$ cat config.mk
export PLATFORM = sky130hd
export DESIGN_NAME = weight_pattern_gen
export DESIGN_NICKNAME = d
export VERILOG_FILES = /design/src/rtl/weight_pattern_gen.sv
export SDC_FILE = /design/constraint.sdc
export NUM_CORES = 1
export LEC_CHECK = 0
export BUFFER_PORTS_ARGS = -buffer_cell sky130_fd_sc_hd__buf_2
export CAP_MARGIN = 20
export CORE_ASPECT_RATIO = 0.7
export CORE_MARGIN = 4
export CORE_UTILIZATION = 50
export DETAILED_ROUTE_END_ITERATION = 7
export GPL_ROUTABILITY_DRIVEN = 0
export GPL_TIMING_DRIVEN = 0
export PLACE_DENSITY_LB_ADDON = 0.15
export SLEW_MARGIN = 30
export SYNTH_ARGS = -nofsm -noshare
export SYNTH_HDL_FRONTEND = slang
export SYNTH_SLANG_ARGS = --single-unit
$ cat constraint.sdc
create_clock -name clk_i -period 7.3 [get_ports clk_i]
set_clock_uncertainty 0.15 [all_clocks]
set_input_delay 1.095 -clock clk_i [delete_from_list [all_inputs] [get_ports clk_i]]
set_output_delay 1.095 -clock clk_i [all_outputs]
set_load 0.02 [all_outputs]
$ cat src/rtl/weight_pattern_gen.sv
// rtl/weight_pattern_gen.sv - generator of 32-bit words with a requested number of ones
//
// Purpose: on START, builds a word with exactly WEIGHT ones. Words with
// WEIGHT <= 16 start from all-zeros and set bits; heavier words start from
// all-ones and clear bits, so at most 16 FILL cycles are needed. Each FILL
// cycle picks the first eligible bit at or after an LFSR-chosen position.
//
// Ports:
//   clk_i        system clock, rising edge
//   rst_i        synchronous active-high reset
//   start_i      generation request, sampled in IDLE only
//   weight_i     requested weight 0..32, latched with start_i
//   load_seed_i  load seed_i into the LFSR, honoured in IDLE only
//   seed_i       LFSR seed (zero maps to DEFAULT_SEED)
//   data_o       generated word, held until the next accepted start
//   busy_o       high while filling
//   done_o       one-cycle pulse, data_o final
//   err_o        one-cycle pulse after a start with weight_i > 32
module weight_pattern_gen #(
  parameter logic [31:0] DEFAULT_SEED = 32'hACE1_0001,
  parameter logic [31:0] TAPS         = 32'h8020_0003
) (
  input  logic        clk_i,
  input  logic        rst_i,
  input  logic        start_i,
  input  logic [5:0]  weight_i,
  input  logic        load_seed_i,
  input  logic [31:0] seed_i,
  output logic [31:0] data_o,
  output logic        busy_o,
  output logic        done_o,
  output logic        err_o
);

  typedef enum logic [1:0] {IDLE, FILL, FIN} state_e;

  state_e      state_q, state_d;
  logic [31:0] data_q, data_d;
  logic [31:0] lfsr_q, lfsr_d;
  logic [5:0]  rem_q, rem_d;
  logic        clear_q, clear_d;
  logic        err_q, err_d;

  // Rotate-and-priority search for the target bit.
  logic [4:0]  pos;
  logic [31:0] cand;
  logic [63:0] dbl;
  logic [31:0] rot;
  logic [4:0]  first;
  logic [4:0]  tgt;

  always_comb begin
    pos  = lfsr_q[4:0];
    // Eligible bits: zeros when setting, ones when clearing.
    cand = clear_q ? data_q : ~data_q;
    dbl  = {cand, cand} >> pos;
    rot  = dbl[31:0];
    first = 5'd0;
    // Descending scan so the lowest set bit of rot wins.
    for (int j = 31; j >= 0; j--) begin
      if (rot[j]) first = 5'(j);
    end
    // 5-bit add wraps modulo 32, undoing the rotation.
    tgt = pos + first;
  end

  always_comb begin
    state_d = state_q;
    data_d  = data_q;
    lfsr_d  = lfsr_q;
    rem_d   = rem_q;
    clear_d = clear_q;
    err_d   = 1'b0;
    case (state_q)
      IDLE: begin
        if (load_seed_i) begin
          lfsr_d = (seed_i == 32'd0) ? DEFAULT_SEED : seed_i;
        end
        if (start_i) begin
          if (weight_i > 6'd32) begin
            err_d = 1'b1;
          end else if (weight_i <= 6'd16) begin
            clear_d = 1'b0;
            data_d  = 32'd0;
            rem_d   = weight_i;
            state_d = (weight_i == 6'd0) ? FIN : FILL;
          end else begin
            clear_d = 1'b1;
            data_d  = 32'hFFFF_FFFF;
            rem_d   = 6'd32 - weight_i;
            state_d = (weight_i == 6'd32) ? FIN : FILL;
          end
        end
      end
      FILL: begin
        data_d  = data_q ^ (32'd1 << tgt);
        rem_d   = rem_q - 6'd1;
        lfsr_d  = (lfsr_q >> 1) ^ (lfsr_q[0] ? TAPS : 32'd0);
        if (rem_q == 6'd1) state_d = FIN;
      end
      FIN:     state_d = IDLE;
      default: state_d = IDLE;
    endcase
  end

  always_ff @(posedge clk_i) begin
    if (rst_i) begin
      state_q <= IDLE;
      data_q  <= 32'd0;
      lfsr_q  <= DEFAULT_SEED;
      rem_q   <= 6'd0;
      clear_q <= 1'b0;
      err_q   <= 1'b0;
    end else begin
      state_q <= state_d;
      data_q  <= data_d;
      lfsr_q  <= lfsr_d;
      rem_q   <= rem_d;
      clear_q <= clear_d;
      err_q   <= err_d;
    end
  end

  assign data_o = data_q;
  assign busy_o = (state_q == FILL);
  assign done_o = (state_q == FIN);
  assign err_o  = err_q;

endmodule

==> flow_summary.yaml, run 1 <==
placement:
  place_ws_ns: 0.621
  numPortBuffers: 76
  hpwl_um: 22800
power_and_ir_drop:
  p_int_mw: 1.69
  combPwrFrac: 0.650
  ir_drop_v: 0.000282
  p_sw_mw: 1.78
  leakage_nw: 4.02
  power_density_nw_per_um2: 386
  seqPwrFrac: 0.211
  switching_share: 0.513
  clock_power_share: 0.140
clock_tree:
  cts_resized: 0
  cts_htree_levels: 3
  cts_buffers: 9
  clockBufferDepth: 2
  clkSinkCount: 74
  clk_latency_ns: 0.34
  cts.clk_slew.worst_paths_ns: 0.05
  tritoncts: "built"
  cts_root_buffer: "clkbuf_16"
  post-cts-setup-buffers: 0
  postCtsHoldBufs: 0
final_layout:
  mostFrequentLayoutCells: "mux2i_1, nor2_1, buf_2"
  syn_to_final_growth_pct: 12.1
  diodes: 0
  final_common_cell: "mux2i_1"
  drive_above_1_share: 0.155
  final_nets: 1119
hold_path:
  min_from: "lfsr_q[29]"
  whs_path_depth: 1
  hp-class: "reg -> reg"
  min_to: "lfsr_q[29]"
setup_path:
  r2r_start: "lfsr_q[2]"
  crit_fanout: 10
  reg2reg_slack_ns: 0.38
  setup.worst_path.start_class: "register"
  worstSetupPathType: "reg -> reg"
  ff2ff_path_depth: 24
  cp_data_arrival_time_ns: 6.95
  regToRegEndpoint: "data_o[11]"
  endpoint_kind: "register"
  critPathLaunch: "lfsr_q[2]"
  required_ns: 7.34
synthesis:
  synth.distinct_cells: 83
  ys.flop_type: "dfxtp_1"
  syn-num-nets: 1032
  netlist_instances: 982
  syn-cell-area_um2: 8050
  synth_seq_cells: 74
  avgSynthCellArea_um2: 8.19
  synth_edf_count: 0
  ys_seq_area_frac: 0.184
  synth-async-reset-ratio: 0
  yosysWarnings: 0
global_route:
  grt_overflow: 0
  first_global_vias: 7936
  grt_usage: 0.316
  grt_max_degree: 13
  grt_pass1_wl_um: 45600
  grt_antenna_before_repair: 0
die:
  num_io_pins: 77
  die_y_um: 114
  num_rows: 38
  core_um2: 15600
  die-area_um2: 18200
  start_util: 0.514
  dieWidth_um: 160
drt:
  dr_total_vias: 8734
  ant_nets: 0
  drc: 0
  drtIter0Drc: 1214
  post_drt_wl_per_cell_um: 23.3
  vias_per_cell: 6.86
  dr.pass1.iters: 6
  wirelength_um: 29700
timing:
  min_period_over_period: 0.947
  fmax_mhz: 145
  slew_headroom: 0.353
  finalSetupViolCount: 0
  hold_viol_final: 0
  worst_slack_ns: 0.385
  rsz0062_at_grt: "false"
  setup_tns_ns: 0
  drv_slew: 0
  fin_crit_ns: 6.92
  worstMarginPinSlew_ns: 0.945
status:
  status: "finished, final reports clean"
job:
  cap_violations: 0
## flip-flops by register name (all words and copies together) (netlist names)
name / count
clear_q: 1
data_o: 32
err_o: 1
lfsr_q: 32
rem_q: 6
state_q: 2
## synthesized netlist by cell type (all sizes together) (5+ instances only)
| cell type | count | area [um^2] |
|---|---|---|
| ha | 7 | 87.6 |
| a41o | 8 | 80.1 |
| xnor2 | 18 | 176 |
| xor2 | 21 | 203 |
| o22a | 8 | 70.1 |
| a211oi | 7 | 52.6 |
| buf | 26 | 179 |
| mux4 | 27 | 608 |
| o21bai | 6 | 45.0 |
| and4 | 5 | 46.3 |
| o22ai | 11 | 68.8 |
| mux2i | 147 | 1480 |
| nor3 | 33 | 165 |
| clkbuf | 64 | 240 |
| a21oi | 40 | 200 |
| a2bb2oi | 13 | 114 |
| a311oi | 18 | 158 |
| dfxtp | 74 | 1480 |
| a22oi | 5 | 37.5 |
| a211o | 9 | 78.8 |
| o2111ai | 5 | 43.8 |
| o211ai | 7 | 52.6 |
| nand2 | 63 | 236 |
| nand2b | 9 | 56.3 |
| nand4 | 20 | 140 |
| nor2 | 114 | 444 |
| and3b | 5 | 43.8 |
| o21ai | 47 | 235 |
| inv | 19 | 71.3 |
| a21o | 8 | 60.1 |
| a31oi | 35 | 219 |
| nor2b | 9 | 61.3 |
| nor4 | 14 | 100 |
| or3 | 6 | 37.5 |
## area by class of cell
| type | instances | area [um^2] |
|---|---|---|
| buffer | 90 | 419 |
| clock buffer | 12 | 256 |
| clock inverter | 4 | 73.8 |
| fill | 1445 | 6620 |
| inverter | 20 | 75.1 |
| multi-input combinational | 798 | 6090 |
| sequential | 74 | 1480 |
| tap | 200 | 250 |
| timing repair buffer | 76 | 380 |
## critical path: stages, from the launching register on
cell and delay, ns:
dfxtp_1 0.56, buf_2 0.35, nor3b_1 0.66, clkbuf_1 0.49
mux2i_1 0.15, nand4_1 0.32, nor2b_1 0.17, mux4_2 0.29
o21bai_1 0.08, a21o_1 0.18, a21oi_1 0.11, o21ai_0 0.10
a31o_2 0.27, a31oi_1 0.24, ha_1 0.23, inv_1 0.06
fa_1 0.45, inv_1 0.08, a21o_1 0.12, a21oi_1 0.08
xnor2_1 0.68, xor2_4 0.28, buf_6 0.23, nor3_1 0.25
o221ai_1 0.16
## cells by family (layout without fill, tap and decap cells)
group,count (synthesis),count (layout),share of synthesized area
compound gates,265,265,0.237
buf+inv,110,202,0.0614
fa+ha+maj,8,8,0.0134
mux,176,176,0.263
simple gates,310,310,0.195
xor+xnor,39,39,0.0471
flops,74,74,0.184
## per-stage QoR
stage	cells	utilization	area (um^2)	power, mW	hold WS [ns]
2_1_floorplan	982	-	8050	2.22	0.286
3_3_place_gp	1258	0.555	8680	2.87	0.300
3_5_place_dp	1258	0.555	8680	2.88	0.305
4_1_cts	1274	0.576	9010	3.37	0.318
5_1_grt	1274	0.577	9020	3.64	0.329
6_report	1274	0.577	9020	3.48	0.316
## power groups by stage
stage	Combinational, mW	Clock (mW)	Sequential, mW
floorplan	1.48	0	0.737
global placement	2.15	0	0.723
detailed placement	2.15	0	0.724
CTS	2.17	0.491	0.716
global route	2.39	0.515	0.740
finish	2.26	0.486	0.732
## per-layer routing
layer,track usage,wire [um],up-vias
met3,0.112,4280,55
li1,-,-,3926
met2,0.431,11600,604
met5,0,0,-
met1,0.474,13300,4149
met4,0.0682,515,0
## worst max-delay path by stage
stage | slack (ns) | endpoint | cells past startpoint
after floorplan | 1.93 | data_o[11] | 25
after global placement | 0.65 | data_o[11] | 24
after detailed placement | 0.62 | data_o[11] | 24
after CTS | 0.57 | data_o[11] | 24
after global routing | 0.10 | data_o[11] | 24
final | 0.38 | data_o[11] | 24
Power figures use the tool's default switching activity.
==> run 2, diff against run 1 <==
--- a/config.mk
+++ b/config.mk
@@ -7,12 +7,13 @@
 export LEC_CHECK = 0
 export BUFFER_PORTS_ARGS = -buffer_cell sky130_fd_sc_hd__buf_2
 export CAP_MARGIN = 20
-export CORE_ASPECT_RATIO = 0.7
+export CORE_ASPECT_RATIO = 1.5
 export CORE_MARGIN = 4
 export CORE_UTILIZATION = 50
 export DETAILED_ROUTE_END_ITERATION = 7
 export GPL_ROUTABILITY_DRIVEN = 0
 export GPL_TIMING_DRIVEN = 0
+export MAX_ROUTING_LAYER = met4
 export PLACE_DENSITY_LB_ADDON = 0.15
 export SLEW_MARGIN = 30
 export SYNTH_ARGS = -nofsm -noshare
==> flow_summary.yaml, run 2 (synthesis gave the netlist of run 1 again) <==
final_layout:
  final_common_cell: "mux2i_1"
  fillCellCount: 1532
  regArea_um2: 1480
  drive_above_1_share: 0.155
  mostFrequentLayoutCells: "mux2i_1, nor2_1, buf_2"
  syn_to_final_growth_pct: 12.0
  multi_input_area_um2: 6080
  final_nets: 1119
  diodes: 0
setup_path:
  worstSetupPathType: "reg -> reg"
  path_cells: "buf_2 -> nor3b_1 -> clkbuf_1 -> mux2i_1 -> and4_1 -> mux2i_1 -> a21bo_2 -> o21bai_1 -> a21o_1 -> a21oi_1 -> o21ai_0 -> a31o_2 -> a31oi_1 -> ha_1 -> inv_1 -> fa_1 -> inv_1 -> a21o_1 -> a21oi_1 -> xnor2_1 -> xor2_4 -> buf_6 -> nor3_1 -> o221ai_1"
  ff2ff_path_depth: 24
  required_ns: 7.34
  crit_fanout: 10
  cp_data_arrival_time_ns: 6.83
  critPathMaxStageDelay_ns: 0.80
  endpoint_kind: "register"
  cp_slowest_cell: "nor3b_1"
  cp_top_family: "compound AO/OA/AOI/OAI gates"
  setup.worst_path.start_class: "register"
  cp.depth: 24
  worst-path-buf-inv: 5
die:
  start_util: 0.513
  num_rows: 56
  core_um2: 15700
  num_io_pins: 77
  die-area_um2: 18200
  dieWidth_um: 112
  die_y_um: 163
global_route:
  grt_antenna_before_repair: 0
  globalRouteMet1Util: 0.355
  globalRouteMet3Util: 0.0452
  grt-busiest-layer: "met2"
  first_global_vias: 8400
  grt_overflow: 0
  grt_usage: 0.325
  grtUsageMet2: 0.557
  grt_max_degree: 14
  grt_pass1_wl_um: 45800
timing:
  fin_crit_ns: 6.79
  fmax_mhz: 147
  rsz0062_at_grt: "false"
  slew_headroom: 0.327
  setup_tns_ns: 0
  hold_viol_final: 0
  worstMarginPinSlew_ns: 0.982
  drv_slew: 0
  whs_ns: 0.318
  min_period_over_period: 0.930
  finalSetupViolCount: 0
hold_path:
  hp-class: "reg -> reg"
  whs_path_depth: 1
placement:
  hpwl_um: 22500
  numPortBuffers: 76
clock_tree:
  cts_htree_levels: 3
  postCtsHoldBufs: 0
  post-cts-setup-buffers: 0
  clockBufferDepth: 2
  cts.clk_slew.worst_paths_ns: 0.06
  cts_buffers: 9
  cts_root_buffer: "clkbuf_16"
  cts_resized: 0
  clk_latency_ns: 0.34
  tritoncts: "built"
  clkSinkCount: 74
power_and_ir_drop:
  leakage_nw: 4.00
  ir_drop_v: 0.000264
  power_density_nw_per_um2: 380
drt:
  vias_per_cell: 6.74
  ant_nets: 0
  drtIter0Drc: 740
  dr.pass1.iters: 8
  drc: 0
  wirelength_um: 29400
  post_drt_wl_per_cell_um: 23.0
  dr_total_vias: 8603
status:
  status: "finished, final reports clean"
job:
  cap_violations: 0
-- run 2: cell type report --
class,instances,share of cell area
Multi-Input combinational cell,798,0.675
Timing Repair Buffer,76,0.0422
Clock buffer,9,0.0250
Clock inverter,7,0.0104
Tap cell,203,0.0282
Inverter,20,0.00833
Sequential cell,74,0.164
Buffer,90,0.0465
-- run 2: stage by stage --
step	util	cell area (um^2)	worst slack [ns]	total power, mW	instances
6_report	0.574	9010	0.510	3.43	1277
3_3_place_gp	0.553	8680	0.722	2.85	1261
4_1_cts	0.574	9000	0.703	3.36	1277
5_1_grt	0.574	9010	0.256	3.60	1277
3_5_place_dp	0.553	8690	0.742	2.87	1261
2_1_floorplan	-	8050	1.93	2.22	982
-- run 2: final timing paths --
check | startpoint | endpoint | slack, ns
max | lfsr_q[2] | data_o[11] | 0.51
max reg2reg | lfsr_q[2] | data_o[11] | 0.51
min | lfsr_q[27] | lfsr_q[27] | 0.32
min reg2reg | lfsr_q[27] | lfsr_q[27] | 0.32
-- run 2: power by group --
group | internal, mW | switching (mW)
clock network | 0.298 | 0.178
registers | 0.515 | 0.210
logic | 0.864 | 1.36
total | 1.68 | 1.75
-- run 2: per-layer routing --
metal / wire length, um / share of wire
met2: 14500 / 0.49
met3: 1800 / 0.061
met4: 2190 / 0.074
met5: 0 / 0
met1: 10900 / 0.37
